<file path="src/rtl/morse_tx_encoder.sv">
// rtl/morse_tx_encoder.sv - Morse symbol FIFO and unit-timed on/off keying engine
//
// Purpose: buffers 2-bit Morse symbol codes and keys them onto serial_out,
// one pattern bit per Morse time unit, with no idle units between symbols.
// Codes: 01 dot (1,0), 10 dash (1,1,1,0), 11 letter gap (0,0),
//        00 word gap (0 x6), but only when MORSE_TX_WORDGAP_EN is defined.
//        Without that macro, 00 is accepted and then dropped.
//
// Ports:
//   clk         system clock
//   rst         synchronous, active-high reset
//   sym_in      symbol code to enqueue
//   sym_valid   sym_in is valid this cycle
//   sym_ready   FIFO not full (from the registered full flag)
//   serial_out  keying line, 1 = tone on
//   busy        engine active or FIFO non-empty
//   sym_done    one-cycle pulse when a symbol's last unit completes
//   fifo_level  current FIFO occupancy
//
// Optional feature macro: MORSE_TX_WORDGAP_EN

module morse_tx_encoder #(
  parameter int UNIT_CYCLES = 4,
  parameter int DEPTH       = 8
) (
  input  logic                     clk,
  input  logic                     rst,
  input  logic [1:0]               sym_in,
  input  logic                     sym_valid,
  output logic                     sym_ready,
  output logic                     serial_out,
  output logic                     busy,
  output logic                     sym_done,
  output logic [$clog2(DEPTH):0]   fifo_level
);

  localparam int AW = $clog2(DEPTH);
  localparam int CW = $clog2(UNIT_CYCLES);

  typedef enum logic {IDLE, SEND} state_t;

  // Free-running unit timer. New symbols do not restart it, so every
  // symbol boundary lands on a unit edge.
  logic [CW-1:0] unit_cnt;
  logic          tick;

  assign tick = (unit_cnt == CW'(UNIT_CYCLES - 1));

  always_ff @(posedge clk) begin
    if (rst) begin
      unit_cnt <= '0;
    end else if (tick) begin
      unit_cnt <= '0;
    end else begin
      unit_cnt <= unit_cnt + CW'(1);
    end
  end

  // Symbol FIFO
  logic [1:0]    mem [DEPTH];
  logic [AW-1:0] wr_ptr, rd_ptr;
  logic [AW:0]   count, count_next;
  logic          full_q;
  logic          fifo_empty;
  logic          accept;
  logic          push;
  logic          pop;

  assign fifo_empty = (count == '0);
  assign accept     = sym_valid && !full_q;

`ifdef MORSE_TX_WORDGAP_EN
  assign push = accept;
`else
  // A word gap is handshaken normally but never stored.
  assign push = accept && (sym_in != 2'b00);
`endif

  always_comb begin
    count_next = count;
    case ({push, pop})
      2'b10:   count_next = count + (AW+1)'(1);
      2'b01:   count_next = count - (AW+1)'(1);
      default: count_next = count;
    endcase
  end

  always_ff @(posedge clk) begin
    if (push) begin
      mem[wr_ptr] <= sym_in;
    end
  end

  always_ff @(posedge clk) begin
    if (rst) begin
      wr_ptr <= '0;
      rd_ptr <= '0;
      count  <= '0;
      full_q <= 1'b0;
    end else begin
      if (push) wr_ptr <= wr_ptr + AW'(1);
      if (pop)  rd_ptr <= rd_ptr + AW'(1);
      count  <= count_next;
      full_q <= (count_next == (AW+1)'(DEPTH));
    end
  end

  assign sym_ready  = !full_q;
  assign fifo_level = count;

  // Pattern of the FIFO head, left-aligned so bit 5 is emitted first.
  // head_len_m1 is the number of bits still to send after the first one.
  logic [5:0] head_pat;
  logic [2:0] head_len_m1;

  always_comb begin
    head_pat    = 6'b000000;
    head_len_m1 = 3'd1;
    case (mem[rd_ptr])
      2'b01: begin head_pat = 6'b100000; head_len_m1 = 3'd1; end
      2'b10: begin head_pat = 6'b111000; head_len_m1 = 3'd3; end
      2'b11: begin head_pat = 6'b000000; head_len_m1 = 3'd1; end
`ifdef MORSE_TX_WORDGAP_EN
      default: begin head_pat = 6'b000000; head_len_m1 = 3'd5; end
`else
      default: begin head_pat = 6'b000000; head_len_m1 = 3'd1; end
`endif
    endcase
  end

  // Keying engine
  state_t     state, state_next;
  logic [5:0] shreg, shreg_next;
  logic [2:0] remaining, remaining_next;
  logic       serial_next;
  logic       done_next;

  always_ff @(posedge clk) begin
    if (rst) begin
      state      <= IDLE;
      shreg      <= '0;
      remaining  <= '0;
      serial_out <= 1'b0;
      sym_done   <= 1'b0;
    end else begin
      state      <= state_next;
      shreg      <= shreg_next;
      remaining  <= remaining_next;
      serial_out <= serial_next;
      sym_done   <= done_next;
    end
  end

  always_comb begin
    state_next     = state;
    shreg_next     = shreg;
    remaining_next = remaining;
    serial_next    = serial_out;
    done_next      = 1'b0;
    pop            = 1'b0;
    case (state)
      IDLE: begin
        serial_next = 1'b0;
        if (tick && !fifo_empty) begin
          pop            = 1'b1;
          serial_next    = head_pat[5];
          shreg_next     = {head_pat[4:0], 1'b0};
          remaining_next = head_len_m1;
          state_next     = SEND;
        end
      end
      SEND: begin
        if (tick) begin
          if (remaining != 3'd0) begin
            serial_next    = shreg[5];
            shreg_next     = {shreg[4:0], 1'b0};
            remaining_next = remaining - 3'd1;
          end else begin
            // Last unit just finished: chain the next symbol on this edge.
            done_next = 1'b1;
            if (!fifo_empty) begin
              pop            = 1'b1;
              serial_next    = head_pat[5];
              shreg_next     = {head_pat[4:0], 1'b0};
              remaining_next = head_len_m1;
            end else begin
              serial_next = 1'b0;
              state_next  = IDLE;
            end
          end
        end
      end
      default: state_next = IDLE;
    endcase
  end

  assign busy = (state != IDLE) || (count != '0);

endmodule

</file>
<file path="config.mk">
export PLATFORM = sky130hd
export DESIGN_NAME = morse_tx_encoder
export DESIGN_NICKNAME = d
export VERILOG_FILES = /design/src/rtl/morse_tx_encoder.sv
export SDC_FILE = /design/constraint.sdc
export NUM_CORES = 1
export LEC_CHECK = 0
export BUFFER_PORTS_ARGS = -buffer_cell sky130_fd_sc_hd__buf_2
export CELL_PAD_IN_SITES_DETAIL_PLACEMENT = 0
export CELL_PAD_IN_SITES_GLOBAL_PLACEMENT = 2
export CORE_MARGIN = 2
export CORE_UTILIZATION = 25
export DETAILED_ROUTE_END_ITERATION = 8
export PLACE_DENSITY_LB_ADDON = 0.1
export SYNTH_ARGS = -nofsm -noshare
export SYNTH_HDL_FRONTEND = slang
export SYNTH_SLANG_ARGS = --single-unit
</file>
<file path="constraint.sdc">
create_clock -name clk -period 7.6 [get_ports clk]
set_clock_uncertainty 0.15 [all_clocks]
set_input_delay 0.76 -clock clk [delete_from_list [all_inputs] [get_ports clk]]
set_output_delay 0.76 -clock clk [all_outputs]
set_load 0.05 [all_outputs]
</file>
==> reports/results.tsv <==
metric	value	unit
status	finished, final reports clean	
syn-instance-count	159	
r2r-start	unit_cnt[0]	
worstReg2RegEnd	full_q	
setup_violations	0	
clock_latency	0.29	ns
async_flop_share	0	%
synthDominantCellAreaShare	26.2	%
synth_cell_types	37	
dr.first_iter.drc_count	50	
cts_resized	0	
clockPowerShare	41.5	%
layout-drive-gt1-share	16.8	%
grt_pass1_wl	6180	um
globalRoute.totalOverflow	0	
yosys-top-cells-count	dfxtp_1 (24), nor2_1 (19), edfxtp_1 (16)	
critPathArrivalTime	2.96	ns
place_congestion	0.716	
clockRootBuffer	clkbuf_8	
yosysTopAreaCell	dfxtp_1	
period_share	37.9	%
h-tree-depth	2	
power_density	236	nW/um2
syn-num-nets	172	
core_area	7180	um2
grt_usage	10.6	%
fin_crit	2.88	ns
synth-edff-count	16	
clock_path_buffers	2	
worstSetupEndpointType	register	
path_max_fanout	10	
die_area	8030	um2
final_cell_area	2110	um2
synth_seq_cells	40	
initial_core_util	25.5	%
ys_top_cells_by_area	dfxtp_1 (26%), edfxtp_1 (26%), ha_1 (5.5%)	
startpoint_type	input pin	
fmax	348	MHz
first_global_vias	1219	
combPwrFrac	10.5	%
drv_slew	0	
nets	185	
drt-total-wl	3770	um
hold_violations	0	
antenna_found_initial	0	
p_int	0.379	mW
antenna_left	0	
holdPathStages	1	
fp-row-count	31	
grt_max_degree	26	
ctsHoldBuffers	0	
io_buffers	12	
die_w	89.6	um
p_sw	0.118	mW
post_cts_buffers	0	
fin_setup_tns	0	ns
rsz0062_at_grt	false	
synth_flop_cell	dfxtp_1	
p_leak	0.742	nW
cts_sinks	40	
cts_tree	yes	
area_delta_synth_final	15.2	%
rrSetupSlack	4.74	ns
hpwl	2780	um
drc	0	
critical_path_class	input pin to register	
slew_headroom	56.4	%
yosysMostFrequentCell	dfxtp_1	
holdPathEnd	unit_cnt[0]	
avgSynthCellArea	11.5	um2
worst_pin_slew	0.653	ns
maxCapViolCount	0	
firstDrtPassIters	4	
peakVddDrop	0.0696	mV
switching_share	23.8	%
routed-via-count	1197	
n_antenna_cell	0	
via_per_inst	4.40	
routedWlPerCell	13.8	um
synth_warnings	0	
seq_area_frac_synth	52.5	%
place_area	1980	um2
power_frac_seq	47.9	%
hp-start	unit_cnt[0]	
min_path_type	register to register	
r2r_cells	10	
path_clk_slew	0.08	ns
netlist_area	1830	um2
cts_buffers	5	
die_h	89.6	um
io_pins	13	
worstPathRequired	7.69	ns
final cells by class:
type	count	area [um2]
inverter	7	26.3
clock buffer	6	72.6
tap	99	124
timing repair buffer	12	60.1
fill	763	5060
multi-input combinational	106	807
sequential	40	961
clock inverter	2	60.1
sequential cells by signal, indices dropped and copies added, names as in the netlist, named ones only:
| register | count |
|---|---|
| shreg | 2 |
| mem | 16 |
| wr_ptr | 3 |
| state | 1 |
| rd_ptr | 3 |
| fifo_level | 4 |
| remaining | 3 |
| full_q | 1 |
| unit_cnt | 2 |
| serial_out | 1 |
| sym_done | 1 |
power groups by stage:
| stage | Sequential (mW) | Combinational, mW | Clock, mW |
|---|---|---|---|
| after floorplan | 0.246 | 0.0377 | 0 |
| after global placement | 0.243 | 0.0532 | 0 |
| after detailed placement | 0.244 | 0.0532 | 0 |
| after CTS | 0.239 | 0.0533 | 0.213 |
| after global routing | 0.240 | 0.0581 | 0.223 |
| final | 0.238 | 0.0524 | 0.207 |
cells by family (layout without fill, tap and decap cells):
| family | count (synthesis) | after routing | share of synthesized area, % |
|---|---|---|---|
| compound gates | 24 | 24 | 11.5 |
| buf+inv | 13 | 27 | 3.48 |
| mux | 9 | 9 | 7.79 |
| simple gates | 58 | 58 | 16.0 |
| xor+xnor | 7 | 7 | 3.35 |
| flops | 40 | 40 | 52.5 |
| fa+ha+maj | 8 | 8 | 5.46 |
critical path, stage by stage:
cell,delay (ns)
buf_2,0.16
o211a_1,0.34
clkinv_1,0.34
ha_1,0.54
nor4b_4,0.41
o221a_1,0.24
o211a_1,0.16
how the worst max path moves through the flow:
| stage | start | endpoint | slack [ns] | cells past startpoint |
|---|---|---|---|---|
| 6_report | sym_in[1] | full_q | 4.72 | 7 |
| 3_3_place_gp | sym_in[1] | full_q | 4.50 | 7 |
| 5_1_grt | unit_cnt[0] | full_q | 4.48 | 10 |
| 2_1_floorplan | sym_in[1] | full_q | 4.78 | 8 |
| 4_1_cts | sym_in[1] | full_q | 4.71 | 8 |
| 3_5_place_dp | sym_in[1] | full_q | 4.39 | 8 |
per-stage QoR:
step	power [mW]	hold slack [ns]	util, %	setup WS (ns)	instances
3_3_place_gp	0.297	0.262	27.6	4.50	264
3_5_place_dp	0.297	0.267	27.6	4.39	264
2_1_floorplan	0.284	0.254	-	4.78	159
6_report	0.498	0.276	29.4	4.72	272
4_1_cts	0.505	0.279	29.4	4.71	272
5_1_grt	0.521	0.319	29.4	4.48	272
layout by cell type, fill, tap and decap left out, types with 6 or more instances in the layout:
cell type and n:
a21oi_1 7, buf_2 12, dfxtp_1 24, edfxtp_1 16, ha_1 8, inv_1 6
nand2_1 12, nor2_1 19, nor3_1 12
metal layers:
| metal | track usage (%) | vias up | wire, um |
|---|---|---|---|
| li1 | - | 598 | - |
| met1 | 13.1 | 577 | 1830 |
| met2 | 17.4 | 18 | 1770 |
| met3 | 3.11 | 4 | 114 |
| met4 | 4.07 | 0 | 55 |
| met5 | 0 | - | 0 |
Note: power is estimated with default switching activity, not from simulation.
